$ cat config.mk
export PLATFORM = sky130hd
export DESIGN_NAME = cache_dados_dm
export DESIGN_NICKNAME = d
export VERILOG_FILES = /design/src/rtl/cache_dados_pkg.sv /design/src/rtl/cache_dados_dm_if.sv /design/src/rtl/cache_dados_ctrl.sv /design/src/rtl/cache_dados_dm.sv
export SDC_FILE = /design/constraint.sdc
export NUM_CORES = 2
export LEC_CHECK = 0
export CAP_MARGIN = 20
export CORE_UTILIZATION = 58
export CTS_BUF_LIST = sky130_fd_sc_hd__clkbuf_4
export DETAILED_ROUTE_END_ITERATION = 16
export MAX_ROUTING_LAYER = met4
export PLACE_DENSITY = 0.79
export SLEW_MARGIN = 20
export SYNTH_ARGS = -nofsm -noshare
export SYNTH_HDL_FRONTEND = slang
export SYNTH_SLANG_ARGS = --single-unit
$ cat constraint.sdc
create_clock -name clock -period 6.6 [get_ports clock]
set_clock_uncertainty 0.2 [all_clocks]
set_input_delay 0.99 -clock clock [delete_from_list [all_inputs] [get_ports clock]]
set_output_delay 0.99 -clock clock [all_outputs]
set_load 0.05 [all_outputs]
$ cat src/rtl/cache_dados_pkg.sv
// Shared types and geometry helpers for the direct-mapped data cache (cache_dados_dm).
package cache_dados_pkg;

    typedef enum logic [1:0] {
        OCIOSO    = 2'd0,
        RECARGA   = 2'd1,
        ESCRITA   = 2'd2,
        CONCLUIDO = 2'd3
    } estado_t;

    localparam int LINHAS_PADRAO   = 16;
    localparam int PALAVRAS_PADRAO = 4;

    function automatic int larg_palavra(input int palavras);
        return $clog2(palavras);
    endfunction

    function automatic int larg_off(input int palavras);
        return $clog2(palavras * 4);
    endfunction

    function automatic int larg_indice(input int linhas);
        return $clog2(linhas);
    endfunction

    function automatic int larg_tag(input int linhas, input int palavras);
        return 32 - larg_off(palavras) - larg_indice(linhas);
    endfunction

endpackage

$ cat src/rtl/cache_dados_dm_if.sv
// Memory-side request/acknowledge bundle between the cache controller and the backing memory.
interface cache_dados_dm_if;
    logic        mem_req;
    logic        mem_we;
    logic [31:0] mem_addr;
    logic [31:0] mem_wdata;
    logic        mem_ack;
    logic [31:0] mem_rdata;

    modport master (output mem_req, mem_we, mem_addr, mem_wdata, input mem_ack, mem_rdata);
    modport slave  (input mem_req, mem_we, mem_addr, mem_wdata, output mem_ack, mem_rdata);
endinterface

$ cat src/rtl/cache_dados_ctrl.sv
// Cache FSM, memory-side handshake and refill beat counter.
// Read hit/miss counters are built only when CACHE_DADOS_STATS_EN is defined.
module cache_dados_ctrl
    import cache_dados_pkg::*;
#(
    parameter  int PALAVRAS = PALAVRAS_PADRAO,
    localparam int WSEL_W   = larg_palavra(PALAVRAS),
    localparam int OFF_W    = larg_off(PALAVRAS)
) (
    input  logic              clk_i,
    input  logic              rst_i,
    input  logic              rd_i,
    input  logic              wr_i,
    input  logic              hit_i,
    input  logic [31:2]       pal_addr_i,
    input  logic [31:0]       wdata_i,
    cache_dados_dm_if.master  mem,
    output logic              stall_o,
    output logic              fill_we_o,
    output logic [WSEL_W-1:0] fill_word_o,
    output logic              fill_last_o,
    output logic              store_we_o
`ifdef CACHE_DADOS_STATS_EN
    ,
    output logic [31:0]       acertos_o,
    output logic [31:0]       falhas_o
`endif
);

    localparam logic [WSEL_W-1:0] ULTIMO = WSEL_W'(PALAVRAS - 1);

    estado_t           estado_q;
    logic [WSEL_W-1:0] beat_q;
    logic              req_q;
    logic              we_q;
    logic [31:0]       addr_q;
    logic [31:0]       wdata_q;

    // Address/data registers carry no reset: they are only observed while req_q is high.
    always_ff @(posedge clk_i) begin
        if (rst_i) begin
            estado_q <= OCIOSO;
            beat_q   <= '0;
            req_q    <= 1'b0;
            we_q     <= 1'b0;
        end else begin
            case (estado_q)
                OCIOSO: begin
                    if (wr_i) begin
                        estado_q <= ESCRITA;
                        req_q    <= 1'b1;
                        we_q     <= 1'b1;
                        addr_q   <= {pal_addr_i, 2'b00};
                        wdata_q  <= wdata_i;
                    end else if (rd_i && !hit_i) begin
                        estado_q <= RECARGA;
                        req_q    <= 1'b1;
                        we_q     <= 1'b0;
                        beat_q   <= '0;
                        addr_q   <= {pal_addr_i[31:OFF_W], {(OFF_W-2){1'b0}}, 2'b00};
                    end
                end
                RECARGA: begin
                    if (mem.mem_ack) begin
                        if (beat_q == ULTIMO) begin
                            estado_q <= OCIOSO;
                            req_q    <= 1'b0;
                            beat_q   <= '0;
                        end else begin
                            beat_q <= beat_q + 1'b1;
                            addr_q <= addr_q + 32'd4;
                        end
                    end
                end
                ESCRITA: begin
                    if (mem.mem_ack) begin
                        estado_q <= CONCLUIDO;
                        req_q    <= 1'b0;
                        we_q     <= 1'b0;
                    end
                end
                default: estado_q <= OCIOSO;
            endcase
        end
    end

    assign mem.mem_req   = req_q;
    assign mem.mem_we    = we_q;
    assign mem.mem_addr  = addr_q;
    assign mem.mem_wdata = wdata_q;

    // CONCLUIDO lets the held store retire without re-triggering another write.
    assign stall_o = (estado_q == RECARGA) || (estado_q == ESCRITA) ||
                     ((estado_q == OCIOSO) && (wr_i || (rd_i && !hit_i)));

    assign fill_we_o   = (estado_q == RECARGA) && mem.mem_ack;
    assign fill_word_o = beat_q;
    assign fill_last_o = fill_we_o && (beat_q == ULTIMO);
    assign store_we_o  = (estado_q == OCIOSO) && wr_i && hit_i;

`ifdef CACHE_DADOS_STATS_EN
    logic        pos_recarga_q;
    logic [31:0] acertos_q;
    logic [31:0] falhas_q;
    logic        leitura;

    assign leitura = (estado_q == OCIOSO) && rd_i && !wr_i;

    // A load that finishes its own refill is counted once, as a miss.
    always_ff @(posedge clk_i) begin
        if (rst_i) begin
            pos_recarga_q <= 1'b0;
            acertos_q     <= '0;
            falhas_q      <= '0;
        end else begin
            pos_recarga_q <= fill_last_o;
            if (leitura && hit_i && !pos_recarga_q) acertos_q <= acertos_q + 32'd1;
            if (leitura && !hit_i)                  falhas_q  <= falhas_q + 32'd1;
        end
    end

    assign acertos_o = acertos_q;
    assign falhas_o  = falhas_q;
`endif

endmodule

$ cat src/rtl/cache_dados_dm.sv
// Direct-mapped, write-through / no-write-allocate data cache with a single-beat memory port.
// Defining CACHE_DADOS_STATS_EN adds the cont_acertos/cont_falhas counter outputs.
module cache_dados_dm
    import cache_dados_pkg::*;
#(
    parameter int LINHAS   = LINHAS_PADRAO,
    parameter int PALAVRAS = PALAVRAS_PADRAO
) (
    input  logic        clock,
    input  logic        reset,
    input  logic        MemRead,
    input  logic        MemWrite,
    input  logic [31:0] endereco,
    input  logic [31:0] dado_escrita,
    output logic [31:0] dado_lido,
    output logic        stall_cache_dados,
    output logic        mem_req,
    output logic        mem_we,
    output logic [31:0] mem_addr,
    output logic [31:0] mem_wdata,
    input  logic        mem_ack,
    input  logic [31:0] mem_rdata
`ifdef CACHE_DADOS_STATS_EN
    ,
    output logic [31:0] cont_acertos,
    output logic [31:0] cont_falhas
`endif
);

    localparam int WSEL_W = larg_palavra(PALAVRAS);
    localparam int OFF_W  = larg_off(PALAVRAS);
    localparam int IDX_W  = larg_indice(LINHAS);
    localparam int TAG_W  = larg_tag(LINHAS, PALAVRAS);

    cache_dados_dm_if mif ();

    assign mem_req       = mif.mem_req;
    assign mem_we        = mif.mem_we;
    assign mem_addr      = mif.mem_addr;
    assign mem_wdata     = mif.mem_wdata;
    assign mif.mem_ack   = mem_ack;
    assign mif.mem_rdata = mem_rdata;

    logic [WSEL_W-1:0] wsel;
    logic [IDX_W-1:0]  idx;
    logic [TAG_W-1:0]  tag;
    logic              unused_bits;

    assign wsel        = endereco[OFF_W-1:2];
    assign idx         = endereco[OFF_W+IDX_W-1:OFF_W];
    assign tag         = endereco[31:OFF_W+IDX_W];
    assign unused_bits = ^endereco[1:0];

    logic [LINHAS-1:0] valid_q;
    logic [TAG_W-1:0]  tag_q   [LINHAS];
    logic [31:0]       dados_q [LINHAS][PALAVRAS];
    logic              hit;

    assign hit       = valid_q[idx] && (tag_q[idx] == tag);
    assign dado_lido = dados_q[idx][wsel];

    logic              fill_we;
    logic              fill_last;
    logic              store_we;
    logic [WSEL_W-1:0] fill_word;
    logic [IDX_W-1:0]  fill_idx;
    logic [TAG_W-1:0]  fill_tag;

    // Refill targets the line named by the outstanding memory address, not the live pipeline address.
    assign fill_idx = mif.mem_addr[OFF_W+IDX_W-1:OFF_W];
    assign fill_tag = mif.mem_addr[31:OFF_W+IDX_W];

    cache_dados_ctrl #(.PALAVRAS(PALAVRAS)) u_ctrl (
        .clk_i       (clock),
        .rst_i       (reset),
        .rd_i        (MemRead),
        .wr_i        (MemWrite),
        .hit_i       (hit),
        .pal_addr_i  (endereco[31:2]),
        .wdata_i     (dado_escrita),
        .mem         (mif),
        .stall_o     (stall_cache_dados),
        .fill_we_o   (fill_we),
        .fill_word_o (fill_word),
        .fill_last_o (fill_last),
        .store_we_o  (store_we)
`ifdef CACHE_DADOS_STATS_EN
        ,
        .acertos_o   (cont_acertos),
        .falhas_o    (cont_falhas)
`endif
    );

    // A line being refilled is invalid until its last word lands, so an abort leaves it unusable.
    always_ff @(posedge clock) begin
        if (reset) begin
            valid_q <= '0;
        end else if (fill_we) begin
            valid_q[fill_idx] <= fill_last;
        end
    end

    always_ff @(posedge clock) begin
        if (fill_we) begin
            dados_q[fill_idx][fill_word] <= mem_rdata;
        end
        if (fill_last) begin
            tag_q[fill_idx] <= fill_tag;
        end
        if (store_we) begin
            dados_q[idx][wsel] <= dado_escrita;
        end
    end

endmodule

Word level (Yosys, flattened, before mapping)
Memory sizes are Yosys's and may differ from the RTL's.
Cells that the tools add are included.
Widths: inputs -> output; s select.
{"block": "totals", "memories": 2, "regBits": 86, "mem_bits_rw": 2432, "out_inout_bits": 99}
{"memory": "dados_q", "depth": 16, "word_bits": 128, "read_ports": 1, "rd_clocked_by_memory_dff": 0, "wr": 1, "line": "cache_dados_dm.sv:56", "text": "logic [31:0] dados_q [LINHAS][PALAVRAS];"}
{"memory": "tag_q", "depth": 16, "word_bits": 24, "read_ports": 1, "rd_clocked_by_memory_dff": 0, "wr": 1, "line": "cache_dados_dm.sv:55", "text": "logic [TAG_W-1:0] tag_q [LINHAS];"}
{"block": "classes", "mux": 46, "order_cmp": 7, "n_reduce_logical": 25, "bitwise_logic": 3, "addsub": 2, "eq_ne": 11}
{"operator": "$mux 128", "count": 4}
{"operator": "$mux 32", "count": 8}
{"operator": "$demux 32 s2", "count": 2}
{"operator": "$reduce_or 128->1", "count": 1}
{"operator": "$bmux 32 s2", "count": 1}
{"operator": "$pmux 32 s2", "count": 1}
{"operator": "$add 32x3->32 const B", "count": 1}
{"operator": "$eq 24x24->1", "count": 1}
{"operator": "$mux 2", "count": 9}
{"operator": "$bwmux 16", "count": 1}
{"operator": "$mux 1", "count": 13}
{"operator": "$logic_and 1x1->1", "count": 10}
{"operator": "$lt 4x5->1 const B", "count": 2}
{"operator": "$reduce_and 5->1", "count": 2}
{"operator": "$ne 2x2->1 const B", "count": 4}
{"operator": "$reduce_and 4->1", "count": 2}
{"operator": "$ge 3x3->1 const B", "count": 2}
{"operator": "$lt 3x1->1 const B", "count": 2}
{"operator": "$not 2->3", "count": 2}
{"operator": "$pmux 2 s3", "count": 1}
{"operator": "$reduce_and 3->1", "count": 2}
{"operator": "$bmux 1 s4", "count": 1}
{"operator": "$demux 1 s4", "count": 1}
{"operator": "$eq 2x2->1 const B", "count": 2}
{"operator": "other kinds (15)", "count": 19}

Depth between registers and ports, before layout
{"block": "depth", "ltp_word": 8, "depth_mapped": 15, "ltp_nobuf": 9}

Hierarchy
From an unflattened synthesis, not the netlist that was laid out.
{"block": "unflattened", "hier_cells": 6847, "hier_area_um2": 123101.8}
{"module": "cache_dados_dm", "area_each_um2": 119807.4, "cells_each": 6562, "n_inst": 1, "seq_area_each_um2": 73350.3}
{"module": "cache_dados_ctrl", "area_each_um2": 3294.4, "cells_each": 285, "n_inst": 1, "seq_area_each_um2": 1981.9}

Worst setup path after synthesis
No wires, ideal clock.
{"block": "synth_path", "kind": "input port to flip-flop", "start": "input endereco[5]", "end": "memory dados_q[0][0] (netlist bit), enable pin", "path_slack_ns": 0.379, "setup_ns": 0.466, "t_required_ns": 5.934, "arrival_time_ns": 5.555, "path_stages": 11, "path_cell_list": "buf_2 > clkbuf_1 > mux4_2 > mux4_2 > xnor2_1 > o2111ai_1 > nor3_1 > nand4b_1 > buf_2 > buf_2 > o21ai_0"}
{"block": "synth_between", "elab_chain_cells": 8, "elab_cells_between_ends": 11}
{"element": "start: declaration", "line": "cache_dados_dm.sv:13", "text": "input logic [31:0] endereco,"}
{"element": "$mem_v2 16x24 / $bmux 1 s4 (equally long branches)"}
{"element": "$eq 24x24->1 / $mux 1 (equally long branches)", "line": "cache_dados_dm.sv:59", "text": "assign hit = valid_q[idx] && (tag_q[idx] == tag);"}
{"element": "$logic_and 1x1->1", "line": "cache_dados_dm.sv:59"}
{"element": "$logic_and 1x1->1", "line": "cache_dados_ctrl.sv:99", "text": "assign store_we_o = (estado_q == OCIOSO) && wr_i && hit_i;"}
{"element": "$mux 1", "line": "cache_dados_dm.sv:110", "text": "if (store_we) begin"}
{"element": "$mux 128 (implied by the code)", "line": "cache_dados_dm.sv:111", "text": "dados_q[idx][wsel] <= dado_escrita;"}
{"element": "$reduce_or 128->1 (no line)"}
{"element": "$mux 4 (no line) / $mux 128 (equally long branches)"}
{"element": "end: declaration", "line": "cache_dados_dm.sv:56"}
Parallel ways exist; a longest one is shown, timed or not. The select of a mux whose other input is x is not followed.

Final worst setup path
{"block": "layout_path", "start": "input endereco[5]", "end": "output stall_cache_dados"}
{"block": "layout_between", "elab_chain_cells": 8, "elab_cells_between_ends": 10}
{"element": "$mem_v2 16x24 / $bmux 1 s4 (equally long branches)"}
{"element": "$eq 24x24->1 / $mux 1 (equally long branches)", "line": "cache_dados_dm.sv:59"}
{"element": "$logic_and 1x1->1 (*)", "line": "cache_dados_dm.sv:59"}
{"element": "$logic_not 1->1 (*)", "line": "cache_dados_ctrl.sv:94", "text": "((estado_q == OCIOSO) && (wr_i || (rd_i && !hit_i)));"}
{"element": "$logic_and 1x1->1 (*)", "line": "cache_dados_ctrl.sv:94"}
{"element": "$logic_or 1x1->1 (*)", "line": "cache_dados_ctrl.sv:94"}
{"element": "$logic_and 1x1->1 (*)", "line": "cache_dados_ctrl.sv:94"}
{"element": "$logic_or 1x1->1 (*)", "line": "cache_dados_ctrl.sv:93", "text": "assign stall_o = (estado_q == RECARGA) || (estado_q == ESCRITA) ||"}
{"element": "end: declaration", "line": "cache_dados_dm.sv:16", "text": "output logic stall_cache_dados,"}
Every way passes the cells marked *; elsewhere a longest branch is shown, timed or not. The select of a mux whose other input is x is not followed.

==> summary.txt <==
Final min period -> 6.02 ns
Most numerous cell in the Yosys netlist -> edfxtp_1
Syn_area_per_cell -> 23.0 um2
Max-Cap Viols -> 0
Final setup TNS -> 0 ns
Max stage delay cell, worst path -> a2111oi_0
Die Wd -> 414 um
Via/cell ratio -> 6.77
Worst setup margin -> 0.578 ns
Initial antenna violation count -> 7
Fin. Hold Viols -> 0
Max transition margin -> 19.7%
Final Net Count -> 5191
Post-layout util -> 67.4%
Design area -> 113000 um2
Drt initial violations -> 8406
Synth top area cells -> edfxtp_1 (76%), mux4_2 (17%), mux2i_1 (1.3%)
Crit. End Element -> primary output
Gate count after technology mapping -> 4270
Gpl congestion -> 0.918
Most frequent cell on the critical path -> buf_4
DRC -> 0
Largest delay contributor family on the critical path -> compound AO/OA/AOI/OAI gates
Fraction of layout cells with a size suffix above 1 -> 36.5%
Area delta synth->final -> 15.0%
Number of global-route vias before repair -> 53600
Power per cell area -> 295 nW/um2
Reg2Reg Depth -> 11
Clk root buf -> clkbuf_4
Gates resized, CTS repair -> 0
Die Area -> 171000 um2
Reg2Reg Setup Slack -> 2.01 ns
Post-synth top area cell -> edfxtp_1
GRT Overall Usage -> 32.3%
WP depth -> 13
Worst-margin pin slew -> 1.20 ns
Seq/Total Area, Yosys -> 76.6%
Clk sink count -> 2516
I/O Pins -> 200
Final Cycle Share -> 91.2%
H-tree levels -> 6
Buf/Inv on CP -> 4
WS Path Type -> in2out
Largest net degree at the start of global routing -> 152
DR pass1 iterations -> 6
Top_reg_cell synth -> edfxtp_1
Place WS -> 0.517 ns
Final Max Slew Viols -> 0
First-pass GRT wire length -> 373000 um
Yosys warnings -> 0
Worst reg2reg path endpoint -> dados_q[12][111]$_DFFE_PP_
Antenna Nets Post-Route -> 0
WP data arrival -> 4.83 ns
CTS clk-pin slew, worst paths -> 0.06 ns
Sequence of cells on the critical path -> buf_8, buf_4, nor2b_1, buf_4, a22oi_1, a21boi_1, a2111oi_0, o22ai_1, nor4_4, a31oi_1, o21ai_0, nand2b_1, buf_4
Critical Path RT -> 5.41 ns
LEAKAGE -> 36.0 nW
Number of synthesized flops with an enable pin -> 2494
Crit Path Max Fanout -> 56
Worst path max stage delay -> 0.57 ns
Post-DR wirelength/cell -> 34.5 um
FF+latch count, synth -> 2516
Synth top area share -> 76.2%
Fmax -> 166 MHz
Startpoint types -> input pin
Final setup fails -> 0
Via count -> 52100
RSZ-0062 raised after global routing -> false
Total global routing overflow -> 0
Reg2Reg Launch Point -> tag_q[11][22]$_DFFE_PP_
Max Buffers Root-to-Sink -> 4
Placed Area -> 105000 um2
Row count -> 150
Mapped cell area -> 98300 um2
TritonCTS buffer count -> 614
Top cells by count, synth -> edfxtp_1 (2494), mux4_2 (742), mux2i_1 (130)
Total core area -> 168000 um2
Hold Crit Class -> in2reg
Power Total -> 33.4 mW
PortBufs -> 195
Maximum vdd drop -> 0.301 mV
Post-Route WL -> 265000 um
CTS tree -> built
Status -> completed
Asr flop ratio synth -> 0%
Crit path from -> endereco[5]
Initial core utilization -> 58.6%
Die Ht -> 414 um
Worst-Skew Late Latency -> 1.35 ns
Worst setup path end -> stall_cache_dados
Yosys cell types -> 68
HPWL Detailed -> 140000 um
-- layout by cell type (no fill, tap or decap), types with 49 or more instances in the layout --
cell type	Yosys	layout
nand2_1	122	122
edfxtp_1	2494	2494
nor2_1	74	67
buf_4	14	155
a21oi_1	49	49
mux2i_1	130	75
mux2i_4	0	55
clkbuf_4	0	863
mux4_2	742	742
clkinv_1	1	111
clkdlybuf4s50_1	0	156
buf_12	2	87
-- through the flow --
step / hold slack (ns) / std cells
floorplan: 0.251 / 4271
global placement: 0.263 / 6638
detailed placement: 0.269 / 6638
CTS: 0.00463 / 7681
global route: 0.0533 / 7690
finish: 0.166 / 7690
-- final cells by class --
| class | instances | area [um2] |
|---|---|---|
| multi-input combinational | 1493 | 22600 |
| tap | 2204 | 2760 |
| timing repair buffer | 434 | 4840 |
| fill | 9998 | 54700 |
| sequential | 2516 | 75300 |
| clock buffer | 863 | 6480 |
| antenna | 9 | 22.5 |
| inverter | 23 | 86.3 |
| clock inverter | 148 | 951 |
-- layer usage --
layer | track usage (%) | part of all wire (%) | vias to the layer above
li1 | - | - | 20200
met1 | 41.5 | 33 | 26600
met2 | 50.0 | 49 | 4505
met3 | 7.60 | 13 | 762
met4 | 13.8 | 4.3 | 0
met5 | - | 0 | -
-- registers in the layout, indices dropped and copies added, names as in the netlist --
| signal | count |
|---|---|
| dados_q | 2048 |
| tag_q | 384 |
| u_ctrl.estado_q | 2 |
| u_ctrl.fill_word_o | 2 |
| u_ctrl.mem.mem_addr | 30 |
| u_ctrl.mem.mem_req | 1 |
| u_ctrl.mem.mem_wdata | 32 |
| u_ctrl.mem.mem_we | 1 |
| valid_q | 16 |
-- power by group --
part | internal [mW] | switching (mW) | leakage (nW)
clock | 6.54 | 6.06 | 4.43
sequential | 17.9 | 0.285 | 22.6
combinational | 0.953 | 1.66 | 8.92
total | 25.4 | 8.00 | 36.0
-- worst register-to-register path, stage by stage, from the launching register on --
cell and delay [ns]:
edfxtp_1 0.37, mux4_2 0.50, mux4_2 0.53, xnor2_1 0.31, nand4_1 0.22, nor3_1 0.39
nand3_1 0.21, nor2_4 0.14, buf_12 0.27, buf_4 0.29, mux2_2 0.36, buf_4 0.29
-- logic make-up (layout without fill, tap and decap cells) --
group / after synthesis / in the layout / share of synthesized area [%]
other: 1 / 11 / 0.00381
xor gates and xnor gates: 46 / 46 / 0.410
muxes: 908 / 908 / 18.7
AOI/OAI and AO/OA: 170 / 170 / 1.12
DFF: 2516 / 2516 / 76.6
and+or+nand+nor: 359 / 359 / 1.76
adders and majority gates: 8 / 8 / 0.102
buffers and inverters: 262 / 1468 / 1.26
-- how the worst min path moves through the flow --
stage	end	slack (ns)	from	cells past startpoint
after global routing	u_ctrl.mem.mem_addr[5]$_DFFE_PP_	0.05	endereco[5]	3
after detailed placement	valid_q[11]$_SDFFE_PP0P_	0.27	valid_q[11]$_SDFFE_PP0P_	2
after CTS	u_ctrl.mem.mem_addr[5]$_DFFE_PP_	0.005	endereco[5]	3
final	u_ctrl.mem.mem_addr[5]$_DFFE_PP_	0.17	endereco[5]	3
after floorplan	valid_q[14]$_SDFFE_PP0P_	0.25	valid_q[14]$_SDFFE_PP0P_	2
after global placement	valid_q[14]$_SDFFE_PP0P_	0.26	valid_q[14]$_SDFFE_PP0P_	2
-- repair_timing --
item,CTS,global route
hold buffers,32,0
endpoints found under the setup margin,0,0
buffers inserted,0,0
endpoints found under the hold margin,32,0
Power figures use the tool's default switching activity.
